`config.mk`:
```
export PLATFORM = sky130hd
export DESIGN_NAME = multicycle_controller
export DESIGN_NICKNAME = d
export VERILOG_FILES = /design/src/rtl/ctrl_pkg.sv /design/src/rtl/imm_src_decoder.sv /design/src/rtl/multicycle_controller.sv
export SDC_FILE = /design/constraint.sdc
export NUM_CORES = 1
export LEC_CHECK = 0
export ABC_AREA = 0
export ABC_CLOCK_PERIOD_IN_PS = 2200
export BUFFER_PORTS_ARGS = -buffer_cell sky130_fd_sc_hd__buf_2
export CORE_MARGIN = 5
export CORE_UTILIZATION = 47
export CTS_BUF_LIST = sky130_fd_sc_hd__clkbuf_8 sky130_fd_sc_hd__clkbuf_16
export DETAILED_ROUTE_END_ITERATION = 10
export GPL_TIMING_DRIVEN = 0
export PLACE_DENSITY = 0.76
export SYNTH_ARGS = -nofsm -noshare
export SYNTH_HDL_FRONTEND = slang
export SYNTH_SLANG_ARGS = --single-unit
export TNS_END_PERCENT = 10
```
`constraint.sdc`:
```
create_clock -name clk -period 2.2 [get_ports clk]
set_input_delay 0.66 -clock clk [delete_from_list [all_inputs] [get_ports clk]]
set_output_delay 0.66 -clock clk [all_outputs]
set_load 0.005 [all_outputs]
```
`src/rtl/ctrl_pkg.sv`:
```
// ctrl_pkg: shared types and encodings for the multicycle RV32I controller.
//   state_t   - 15-state main FSM, 4-bit encoding
//   OP_*      - RV32I major opcodes recognised by the controller
//   RES_/SRCA_/SRCB_/ALUOP_/IMM_ - mux select and ALUOp encodings
//   branch_taken() - beq/bne resolution from Zero and funct3
package ctrl_pkg;

  typedef enum logic [3:0] {
    S_FETCH, S_DECODE, S_MEMADR, S_MEMREAD, S_MEMWRITE, S_MEMWB,
    S_EXEC_R, S_EXEC_I, S_ALUWB, S_BRANCH, S_JAL, S_JALR, S_JALR2,
    S_LUI, S_TRAP
  } state_t;

  localparam logic [6:0] OP_LOAD   = 7'b0000011;
  localparam logic [6:0] OP_STORE  = 7'b0100011;
  localparam logic [6:0] OP_RTYPE  = 7'b0110011;
  localparam logic [6:0] OP_ITYPE  = 7'b0010011;
  localparam logic [6:0] OP_BRANCH = 7'b1100011;
  localparam logic [6:0] OP_JAL    = 7'b1101111;
  localparam logic [6:0] OP_JALR   = 7'b1100111;
  localparam logic [6:0] OP_LUI    = 7'b0110111;

  localparam logic [1:0] RES_ALUOUT    = 2'b00;
  localparam logic [1:0] RES_DATA      = 2'b01;
  localparam logic [1:0] RES_ALURESULT = 2'b10;

  localparam logic [1:0] SRCA_PC    = 2'b00;
  localparam logic [1:0] SRCA_OLDPC = 2'b01;
  localparam logic [1:0] SRCA_RS1   = 2'b10;
  localparam logic [1:0] SRCA_ZERO  = 2'b11;

  localparam logic [1:0] SRCB_RS2  = 2'b00;
  localparam logic [1:0] SRCB_IMM  = 2'b01;
  localparam logic [1:0] SRCB_FOUR = 2'b10;

  localparam logic [1:0] ALUOP_ADD   = 2'b00;
  localparam logic [1:0] ALUOP_SUB   = 2'b01;
  localparam logic [1:0] ALUOP_FUNCT = 2'b10;

  localparam logic [2:0] IMM_I = 3'b000;
  localparam logic [2:0] IMM_S = 3'b001;
  localparam logic [2:0] IMM_B = 3'b010;
  localparam logic [2:0] IMM_J = 3'b011;
  localparam logic [2:0] IMM_U = 3'b100;

  // Only beq (000) and bne (001) are resolved; the ALU subtracts, so
  // Zero means equal and funct3[0] inverts the sense. Other funct3 never take.
  function automatic logic branch_taken(input logic zero, input logic [2:0] funct3);
    return (funct3[2:1] == 2'b00) && (zero ^ funct3[0]);
  endfunction

endpackage

```
`src/rtl/imm_src_decoder.sv`:
```
// imm_src_decoder: selects the immediate format for the extender from the opcode.
//   op      in  7  IR[6:0]
//   imm_src out 3  I/S/B/J/U format select, I for anything unrecognised
module imm_src_decoder
  import ctrl_pkg::*;
(
  input  logic [6:0] op,
  output logic [2:0] imm_src
);

  always_comb begin
    imm_src = IMM_I;
    case (op)
      OP_STORE:  imm_src = IMM_S;
      OP_BRANCH: imm_src = IMM_B;
      OP_JAL:    imm_src = IMM_J;
      OP_LUI:    imm_src = IMM_U;
      default:   imm_src = IMM_I;
    endcase
  end

endmodule

```
`src/rtl/multicycle_controller.sv`:
```
// multicycle_controller: main control FSM of the multicycle RV32I core.
// Sequences fetch/decode/execute/memory/writeback over one shared memory
// port with a mem_req/mem_ready handshake.
//   clk, reset_n         clock, async active-low reset
//   op, funct3, zero     IR fields and ALU Zero flag
//   mem_ready            memory finishes the current access this cycle
//   mem_req, MemWrite, AdrSrc                memory port control
//   IRWrite, PCWrite, RegWrite               architectural write strobes
//   ResultSrc, ALUSrcA, ALUSrcB, ALUOp       datapath selects
//   ImmSrc                                   immediate format (from op)
//   illegal_instr                            high while trapped
module multicycle_controller
  import ctrl_pkg::*;
#(
  parameter state_t RESET_STATE = S_FETCH
) (
  input  logic       clk,
  input  logic       reset_n,
  input  logic [6:0] op,
  input  logic [2:0] funct3,
  input  logic       zero,
  input  logic       mem_ready,
  output logic       mem_req,
  output logic       MemWrite,
  output logic       AdrSrc,
  output logic       IRWrite,
  output logic       PCWrite,
  output logic       RegWrite,
  output logic [1:0] ResultSrc,
  output logic [1:0] ALUSrcA,
  output logic [1:0] ALUSrcB,
  output logic [1:0] ALUOp,
  output logic [2:0] ImmSrc,
  output logic       illegal_instr
);

  state_t state, state_nxt;

  logic req_raw, memwr_raw, irwr_raw, pcwr_raw, regwr_raw, ill_raw;

  imm_src_decoder u_imm (.op(op), .imm_src(ImmSrc));

  always_ff @(posedge clk or negedge reset_n) begin
    if (!reset_n) state <= RESET_STATE;
    else          state <= state_nxt;
  end

  always_comb begin
    state_nxt = state;
    case (state)
      S_FETCH:    if (mem_ready) state_nxt = S_DECODE;
      S_DECODE: begin
        case (op)
          OP_LOAD, OP_STORE: state_nxt = S_MEMADR;
          OP_RTYPE:          state_nxt = S_EXEC_R;
          OP_ITYPE:          state_nxt = S_EXEC_I;
          OP_BRANCH:         state_nxt = S_BRANCH;
          OP_JAL:            state_nxt = S_JAL;
          OP_JALR:           state_nxt = S_JALR;
          OP_LUI:            state_nxt = S_LUI;
          default:           state_nxt = S_TRAP;
        endcase
      end
      // op[5] separates store (0100011) from load (0000011)
      S_MEMADR:   state_nxt = op[5] ? S_MEMWRITE : S_MEMREAD;
      S_MEMREAD:  if (mem_ready) state_nxt = S_MEMWB;
      S_MEMWRITE: if (mem_ready) state_nxt = S_FETCH;
      S_MEMWB:    state_nxt = S_FETCH;
      S_EXEC_R:   state_nxt = S_ALUWB;
      S_EXEC_I:   state_nxt = S_ALUWB;
      S_ALUWB:    state_nxt = S_FETCH;
      S_BRANCH:   state_nxt = S_FETCH;
      S_JAL:      state_nxt = S_ALUWB;
      S_JALR:     state_nxt = S_JALR2;
      S_JALR2:    state_nxt = S_ALUWB;
      S_LUI:      state_nxt = S_ALUWB;
      S_TRAP:     state_nxt = S_TRAP;
      default:    state_nxt = S_TRAP;
    endcase
  end

  always_comb begin
    req_raw   = 1'b0;
    memwr_raw = 1'b0;
    irwr_raw  = 1'b0;
    pcwr_raw  = 1'b0;
    regwr_raw = 1'b0;
    ill_raw   = 1'b0;
    AdrSrc    = 1'b0;
    ResultSrc = RES_ALUOUT;
    ALUSrcA   = SRCA_PC;
    ALUSrcB   = SRCB_RS2;
    ALUOp     = ALUOP_ADD;
    case (state)
      S_FETCH: begin
        req_raw   = 1'b1;
        ALUSrcB   = SRCB_FOUR;
        ResultSrc = RES_ALURESULT;
        irwr_raw  = mem_ready;
        pcwr_raw  = mem_ready;
      end
      // Branch/JAL target (OldPC + imm) lands in ALUOut here
      S_DECODE: begin
        ALUSrcA = SRCA_OLDPC;
        ALUSrcB = SRCB_IMM;
      end
      S_MEMADR: begin
        ALUSrcA = SRCA_RS1;
        ALUSrcB = SRCB_IMM;
      end
      S_MEMREAD: begin
        req_raw = 1'b1;
        AdrSrc  = 1'b1;
      end
      S_MEMWRITE: begin
        req_raw   = 1'b1;
        AdrSrc    = 1'b1;
        memwr_raw = 1'b1;
      end
      S_MEMWB: begin
        ResultSrc = RES_DATA;
        regwr_raw = 1'b1;
      end
      S_EXEC_R: begin
        ALUSrcA = SRCA_RS1;
        ALUSrcB = SRCB_RS2;
        ALUOp   = ALUOP_FUNCT;
      end
      S_EXEC_I: begin
        ALUSrcA = SRCA_RS1;
        ALUSrcB = SRCB_IMM;
        ALUOp   = ALUOP_FUNCT;
      end
      S_ALUWB: regwr_raw = 1'b1;
      S_BRANCH: begin
        ALUSrcA  = SRCA_RS1;
        ALUSrcB  = SRCB_RS2;
        ALUOp    = ALUOP_SUB;
        pcwr_raw = branch_taken(zero, funct3);
      end
      // JAL and JALR2: PC <= ALUOut target while ALU forms OldPC+4 for rd
      S_JAL, S_JALR2: begin
        ALUSrcA  = SRCA_OLDPC;
        ALUSrcB  = SRCB_FOUR;
        pcwr_raw = 1'b1;
      end
      S_JALR: begin
        ALUSrcA = SRCA_RS1;
        ALUSrcB = SRCB_IMM;
      end
      S_LUI: begin
        ALUSrcA = SRCA_ZERO;
        ALUSrcB = SRCB_IMM;
      end
      S_TRAP:  ill_raw = 1'b1;
      default: ill_raw = 1'b1;
    endcase
  end

  // Strobes and the request are held off while reset is asserted; the
  // selects still follow the (reset) state so the datapath sees FETCH muxing.
  assign mem_req       = req_raw   & reset_n;
  assign MemWrite      = memwr_raw & reset_n;
  assign IRWrite       = irwr_raw  & reset_n;
  assign PCWrite       = pcwr_raw  & reset_n;
  assign RegWrite      = regwr_raw & reset_n;
  assign illegal_instr = ill_raw   & reset_n;

endmodule

```
Word-level counts from Yosys, hierarchy flattened --
Index checks and enable logic that the tools add are counted.
Operators by class: add/subtract/negate cells 0, $mul 0, div/mod/pow operators 0, $lt $le $gt $ge 0, eq/ne operators 24, shift-type cells 0, muxes and demuxes 18, bitwise operators 7, reductions and logical operators 17
Operators by type and width (number):
- $pmux 4 s8 | 1
- $pmux 4 s7 | 1
- $eq 4x4->1 const B | 6
- $eq 7x6->1 const B | 3
- $eq 7x7->1 const B | 3
- $eq 4x3->1 const B | 4
- $reduce_or 5->1 | 3
- $reduce_or 14->1 | 1
- $mux 4 | 3
- $pmux 2 s2 | 3
- $pmux 3 s4 | 1
- $reduce_or 3->1 | 4
- $reduce_or 2->1 | 5
- $eq 4x2->1 const B | 2
- $eq 7x2->1 const B | 1
- $eq 7x5->1 const B | 1
- $and 1x1->1 | 6
- $mux 1 | 6
- $ne 2x2->1 const B | 3
- $pmux 2 s3 | 1
- $eq 4x1->1 const B | 1
- $logic_not 4->1 | 1
- $mux 3 | 1
- $pmux 1 s3 | 1
- other kinds (4) | 4
Storage, ports and cells: register bits 4, bits in latches 0, bits in writable memories 0, ROM bits 0, input port bits 14, output and inout bits 18, word-level logic and storage cells 67, memories 0

Longest topological paths before layout --
Gate-level depths: netlist (run 1).
depth in word-level cells 4, depth in mapped cells 6, gate-level depth less buffers 4

Hierarchy --
Synthesis (run 1) repeated with hierarchy kept, for this count alone.
Second synthesis, totals: cell total of the unflattened synthesis 94, area, all modules 636.9 um^2
Modules (own cells, without submodules):
- multicycle_controller | instances 1, cells an instance 86, area an instance 575.6 um^2, sequential area each 100.1 um^2
- imm_src_decoder | instances 1, cells an instance 8, area an instance 61.3 um^2, sequential area each 0.0 um^2

Worst setup path before layout (run 1) --
No wires, ideal clock.
path kind input-to-output, start input port op[3], end output port ImmSrc[0], arrival 1.433 ns, required time 1.540 ns, path slack 0.107 ns, stages 3, path buffers 1, cells stage by stage buf_2 -> or3_1 -> a211oi_1
Between the ends: cells in the longest elaborated chain, start to end 2, elaborated cells on any way between the ends 5, classes of those cells eq/ne: 4; mux: 1
Ends and longest elaborated chain:
- from (decl) | RTL line multicycle_controller.sv:19 | input logic [6:0] op,
- $eq 7x6->1 / $eq 7x7->1 (equally long branches) | RTL line imm_src_decoder.sv:13 | case (op)
- $pmux 3 s4 * | RTL line imm_src_decoder.sv:13
- to (decl) | RTL line multicycle_controller.sv:33 | output logic [2:0] ImmSrc,
Every way passes the cells marked *; elsewhere a longest branch is shown, timed or not.

Final worst setup path (run 1) --
Same ends and word-level chain as after synthesis.

==> results of run 1 <==
layer usage:
metal | global-route usage [%] | vias up
met1 | 20.2 | 396
met3 | 2.66 | 0
li1 | - | 446
met5 | 0 | -
met4 | 3.93 | 0
met2 | 26.4 | 32
worst min path at each step:
| stage | start | to | slack (ns) | cells past startpoint |
|---|---|---|---|---|
| 2_1_floorplan | reset_n | state[0] | 0.36 | 0 |
| 3_3_place_gp | reset_n | state[3] | 0.50 | 1 |
| 3_5_place_dp | reset_n | state[3] | 0.50 | 1 |
| 4_1_cts | reset_n | state[0] | 0.28 | 1 |
| 5_1_grt | reset_n | state[3] | 0.28 | 1 |
| 6_report | reset_n | state[0] | 0.28 | 1 |
metrics by stage:
step / instances / utilization [%]
after floorplan: 107 / -
after detailed placement: 151 / 60.4
final: 154 / 65.8
after global placement: 151 / 60.4
after global routing: 154 / 65.8
after CTS: 154 / 63.5
cell type report:
type / count / area, um^2 / area share, %
Sequential cell: 4 / 101 / 10.1
Multi-Input combinational cell: 89 / 607 / 60.5
Tap cell: 16 / 20.0 / 2.00
Timing Repair Buffer: 28 / 140 / 14.0
Buffer: 10 / 77.6 / 7.74
Inverter: 4 / 15.0 / 1.50
Clock buffer: 3 / 41.3 / 4.12
cell families after synthesis:
group	Yosys count	synth area share, %
simple gates	56	41.0
mux	2	2.80
xor+xnor	4	4.61
buf+inv	14	11.5
compound gates	27	27.0
flops	4	13.2
critical path, cell delays in order:
cell and delay (ns):
buf_2 0.15, or3_1 0.39, a211oi_2 0.18, buf_2 0.14
cells in the mapped netlist (2+ instances only):
| cell | instances | share of area (%) |
|---|---|---|
| a21oi_1 | 7 | 4.6 |
| buf_2 | 4 | 2.6 |
| buf_4 | 4 | 3.9 |
| buf_6 | 2 | 3.0 |
| dfrtp_1 | 4 | 13 |
| inv_1 | 2 | 0.99 |
| inv_2 | 2 | 0.99 |
| nand2_1 | 10 | 4.9 |
| nand2b_1 | 6 | 4.9 |
| nand2b_4 | 2 | 3.6 |
| nand3_1 | 3 | 2.0 |
| nor2_1 | 16 | 7.9 |
| nor2b_1 | 3 | 2.5 |
| nor3_1 | 2 | 1.3 |
| nor3b_1 | 3 | 3.0 |
| nor4_1 | 2 | 1.6 |
| o21a_1 | 3 | 3.0 |
| o21ai_0 | 2 | 1.3 |
| o22ai_1 | 3 | 2.5 |
| xnor2_1 | 2 | 2.3 |
| xor2_1 | 2 | 2.3 |
what timing repair did:
item / 4_1_cts / 5_1_grt
resized for setup: 1 / 8
setup endpoints to repair: 1 / 4
pin swaps: 1 / 0
power groups by stage:
stage	Sequential (uW)	Combinational (uW)	Clock [uW]
after detailed placement	127	839	0
after CTS	126	843	155
after floorplan	121	620	0
after global placement	124	830	0
final	135	887	152
after global routing	137	967	165
==> impl_metrics.env, run 1 <==
export IMPL_r2r_setup_slack_ns=0.82
export IMPL_globalRouteTotalUtil_pct=15.6
export IMPL_die_h_um=50.2
export IMPL_cts_sinks=4
export IMPL_most_common_layout_cells="30 x buf_2, 15 x nor2_1, 10 x nand2_1, 7 x a21oi_1"
export IMPL_crit_arrival_ns=1.52
export IMPL_die_w_um=50.2
export IMPL_hold_viol_final=0
export IMPL_ys_ff_latch=4
export IMPL_fin_crit_sh_pct=98.9
export IMPL_synth_cell_type_count=44
export IMPL_p_clk_share_pct=12.9
export IMPL_io_buffers=28
export IMPL_finClkSkew_ns=0.00160
export IMPL_place_gp_congestion=0.852
export IMPL_drtPass1Iterations=4
export IMPL_r2r_start="state[0]"
export IMPL_syn_avg_cell_area_um2=7.11
export IMPL_synthFlopType="dfrtp_1"
export IMPL_postCtsSetupRepairBufs=0
export IMPL_critical_path_class="in2out"
export IMPL_core_area_um2=1520
export IMPL_cp_required_ns=1.54
export IMPL_ys_warn_count=0
export IMPL_p_sw_uw=531
export IMPL_min_period_ns=2.18
export IMPL_p_per_area_nw_per_um2=1170
export IMPL_crit_start="op[3]"
export IMPL_maxCapViolCount=0
export IMPL_maxSlewViolCount=0
export IMPL_cp_max_fo=8
export IMPL_grt_overflow=0
export IMPL_grt_pass1_wl_um=3320
export IMPL_tns_ns=0
export IMPL_antenna_found_initial=0
export IMPL_cts_inserted_buffers=3
export IMPL_clkTransAtPathRegs_ns=0.03
export IMPL_syn_nets=121
export IMPL_routed_wirelength_um=2060
export IMPL_largest_reg_flops=4
export IMPL_clk_latency_ns=0.21
export IMPL_p_int_uw=643
export IMPL_area_delta_synth_final_pct=31.7
export IMPL_die_area_um2=2520
export IMPL_min_path_type="in2async"
export IMPL_peakVddDrop_mv=0.670
export IMPL_m1WireLength_um=903
export IMPL_post_route_cells_drive_above_1_share_pct=43.5
export IMPL_hold_ws_ns=0.282
export IMPL_ant_nets=0
export IMPL_synthArstFlopShare_pct=100
export IMPL_route_met3_wl_um=144
export IMPL_worstSetupEndpoint="ImmSrc[0]"
export IMPL_max_slew_margin_rel_pct=76.6
export IMPL_p_sw_share_pct=45.2
export IMPL_antennaDiodeCount=0
export IMPL_cts_hold_buf=0
export IMPL_power_total_uw=1170
export IMPL_final_nets=154
export IMPL_netlist_area_um2=761
export IMPL_row_count=14
export IMPL_htreeDepth=1
export IMPL_postPlaceCellArea_um2=921
export IMPL_cts_tree="done"
export IMPL_power_leakage_uw=0.000478
export IMPL_regMostFlops="state"
export IMPL_grt_pass1_vias=783
export IMPL_detailedPlace_worstSlack_ns=-0.0467
export IMPL_initialDrtViolationCount=22
export IMPL_r2r_end="state[2]"
export IMPL_vias_per_cell=5.68
export IMPL_rsz0062_at_grt="true"
export IMPL_num_vias=874
export IMPL_layout_setup_ws_ns=0.0232
export IMPL_max_clock_path_buffers=2
export IMPL_start_util_pct=49.9
export IMPL_ff2ff_path_depth=5
export IMPL_wl_per_cell_um=13.4
export IMPL_pwr_share_comb_pct=75.6
export IMPL_design_area_um2=1000
export IMPL_highest_layer="met3"
export IMPL_route_detailed_drc=0
export IMPL_fmax_mhz=459
export IMPL_tightestPinTransition_ns=0.350
export IMPL_final_common_cell="buf_2"
export IMPL_io_pins=32
export IMPL_setup_worst_path_end_class="output port"
export IMPL_synth_edf_count=0
export IMPL_dpl_hpwl_um=1560
export IMPL_synth_cells=107
export IMPL_seq_power_share_pct=11.5
export IMPL_outcome="complete, no violations"
export IMPL_top_regs="state x4"
export IMPL_synth_seq_area_share_pct=13.2
export IMPL_crit_path_start_kind="input port"
export IMPL_grt_max_degree=11
export IMPL_finalSetupViolCount=0
export IMPL_clock_root_buffer="clkbuf_8"
export IMPL_met2_length_um=1010
export IMPL_n_fill_cell=142
No activity file was read; power rests on OpenSTA's default activity.
==> run 2: changes to the inputs <==
Settings changed: BUFFER_PORTS_ARGS -buffer_cell sky130_fd_sc_hd__buf_2 to -buffer_cell sky130_fd_sc_hd__buf_4, GPL_TIMING_DRIVEN 0 to unset.
==> impl_metrics.env, run 2 (synthesized netlist as in run 1, its figures left out) <==
export IMPL_outcome="complete, no violations"
export IMPL_row_count=14
export IMPL_cts_tree="done"
export IMPL_wl_per_cell_um=13.6
export IMPL_route_detailed_drc=0
export IMPL_core_area_um2=1520
export IMPL_p_sw_uw=519
export IMPL_r2r_start="state[2]"
export IMPL_most_common_layout_cells="40 x buf_4, 15 x nor2_1, 10 x nand2_1, 7 x a21oi_1, 6 x nand2b_1"
export IMPL_tightestPinTransition_ns=0.325
export IMPL_place_gp_congestion=0.798
export IMPL_crit_start="op[3]"
export IMPL_grt_overflow=0
export IMPL_io_buffers=31
export IMPL_grt_pass1_wl_um=3690
export IMPL_io_pins=32
export IMPL_routed_wirelength_um=2140
export IMPL_seq_power_share_pct=11.5
export IMPL_clkTransAtPathRegs_ns=0.03
export IMPL_dp_cells=153
export IMPL_ff_latch_area_um2=101
export IMPL_p_int_uw=679
export IMPL_pwr_share_comb_pct=75.6
export IMPL_setup_worst_path_end_class="output port"
export IMPL_drtPass1Iterations=4
export IMPL_power_leakage_uw=0.000496
export IMPL_globalRouteTotalUtil_pct=17.6
export IMPL_finalSetupViolCount=0
export IMPL_die_w_um=50.2
export IMPL_ff2ff_path_depth=6
export IMPL_clk_latency_ns=0.22
export IMPL_clock_root_buffer="clkbuf_8"
export IMPL_fin_crit_sh_pct=98.5
export IMPL_fmax_mhz=462
export IMPL_detailedPlace_worstSlack_ns=0.0271
export IMPL_grt_pass1_vias=851
export IMPL_hold_viol_final=0
export IMPL_min_period_ns=2.17
export IMPL_dpl_hpwl_um=1610
export IMPL_vias_per_cell=5.63
export IMPL_antenna_found_initial=0
export IMPL_area_delta_synth_final_pct=42.3
export IMPL_multi_input_area_um2=593
export IMPL_n_fill_cell=143
export IMPL_cts_sinks=4
export IMPL_maxSlewViolCount=0
export IMPL_cts_inserted_buffers=3
export IMPL_grt_max_degree=20
export IMPL_critical_path_class="in2out"
export IMPL_start_util_pct=49.9
export IMPL_num_vias=884
export IMPL_power_total_uw=1200
export IMPL_max_slew_margin_rel_pct=78.3
export IMPL_rsz0062_at_grt="true"
export IMPL_maxCapViolCount=0
export IMPL_crit_path_start_kind="input port"
export IMPL_initialDrtViolationCount=13
export IMPL_die_area_um2=2520
export IMPL_finClkSkew_ns=0.00404
export IMPL_final_common_cell="buf_4"
export IMPL_top_regs="state x4"
export IMPL_final_nets=157
export IMPL_layout_setup_ws_ns=0.0332
export IMPL_post_route_cells_drive_above_1_share_pct=44.0
export IMPL_die_h_um=50.2
export IMPL_antennaDiodeCount=0
export IMPL_finalNonFillerCells=157
export IMPL_min_path_type="in2async"
export IMPL_ant_nets=0
export IMPL_regMostFlops="state"
export IMPL_htreeDepth=1
export IMPL_cp_required_ns=1.54
export IMPL_cp_max_fo=2
export IMPL_max_clock_path_buffers=2
export IMPL_largest_reg_flops=4
export IMPL_peakVddDrop_mv=0.815
export IMPL_crit_arrival_ns=1.51
export IMPL_p_clk_share_pct=12.9
export IMPL_p_per_area_nw_per_um2=1110
export IMPL_p_sw_share_pct=43.3
[run 2: cell count changes in the layout (fill, tap and decap cells not counted), sizes merged]
cell,delta
buf,+5
clkbuf,-2
[run 2: timing repair]
action                     CTS  global route
setup buffers                0             1
cloned                       0             0
pin swaps                    1             0
setup endpoints to repair    3             4
resized for setup            2             4
hold buffers                 0             0
[run 2: layer usage]
layer | track usage [%] | wire [um]
met1 | 20.7 | 866
met2 | 31.0 | 1070
met5 | 0 | 0
met3 | 4.44 | 179
met4 | 4.80 | 23
[run 2: stage by stage]
stage	instance area (um^2)	hold slack [ns]	TNS, ns	util (%)
final	1080	0.251	0	71.0
after global routing	1080	0.250	-0.0115	71.0
after CTS	1060	0.249	0	69.3
after detailed placement	1010	0.476	0	66.2
after global placement	1010	0.476	0	66.2
after floorplan	761	0.364	0	-
[run 2: power by group through the flow]
stage	sequential, uW	combinational, uW	clock, uW
3_3_place_gp	137	865	0
4_1_cts	139	883	157
2_1_floorplan	121	620	0
3_5_place_dp	138	881	0
6_report	138	906	154
5_1_grt	141	997	164
[run 2: layout make-up]
type	instances	share of cell area, %
multi-input cells	89	54.8
well taps	16	1.85
inverters	4	1.39
flip-flops and latches	4	9.36
repair buffers	41	28.8
clock buffers	3	3.82
[run 2: path summary, 6_finish.rpt]
check / to / slack [ns]
setup / recovery: ImmSrc[0] / 0.03
hold / removal: state[2] / 0.25
setup reg to reg: state[1] / 0.78
hold reg to reg: state[0] / 0.78
max in group asynchronous: state[3] / 1.81
min in group clk: state[0] / 0.73
[run 2: worst max-delay path, cell delays in order]
cell      delay (ns)
buf_4           0.11
or3_1           0.39
a211oi_2        0.21
buf_4           0.14
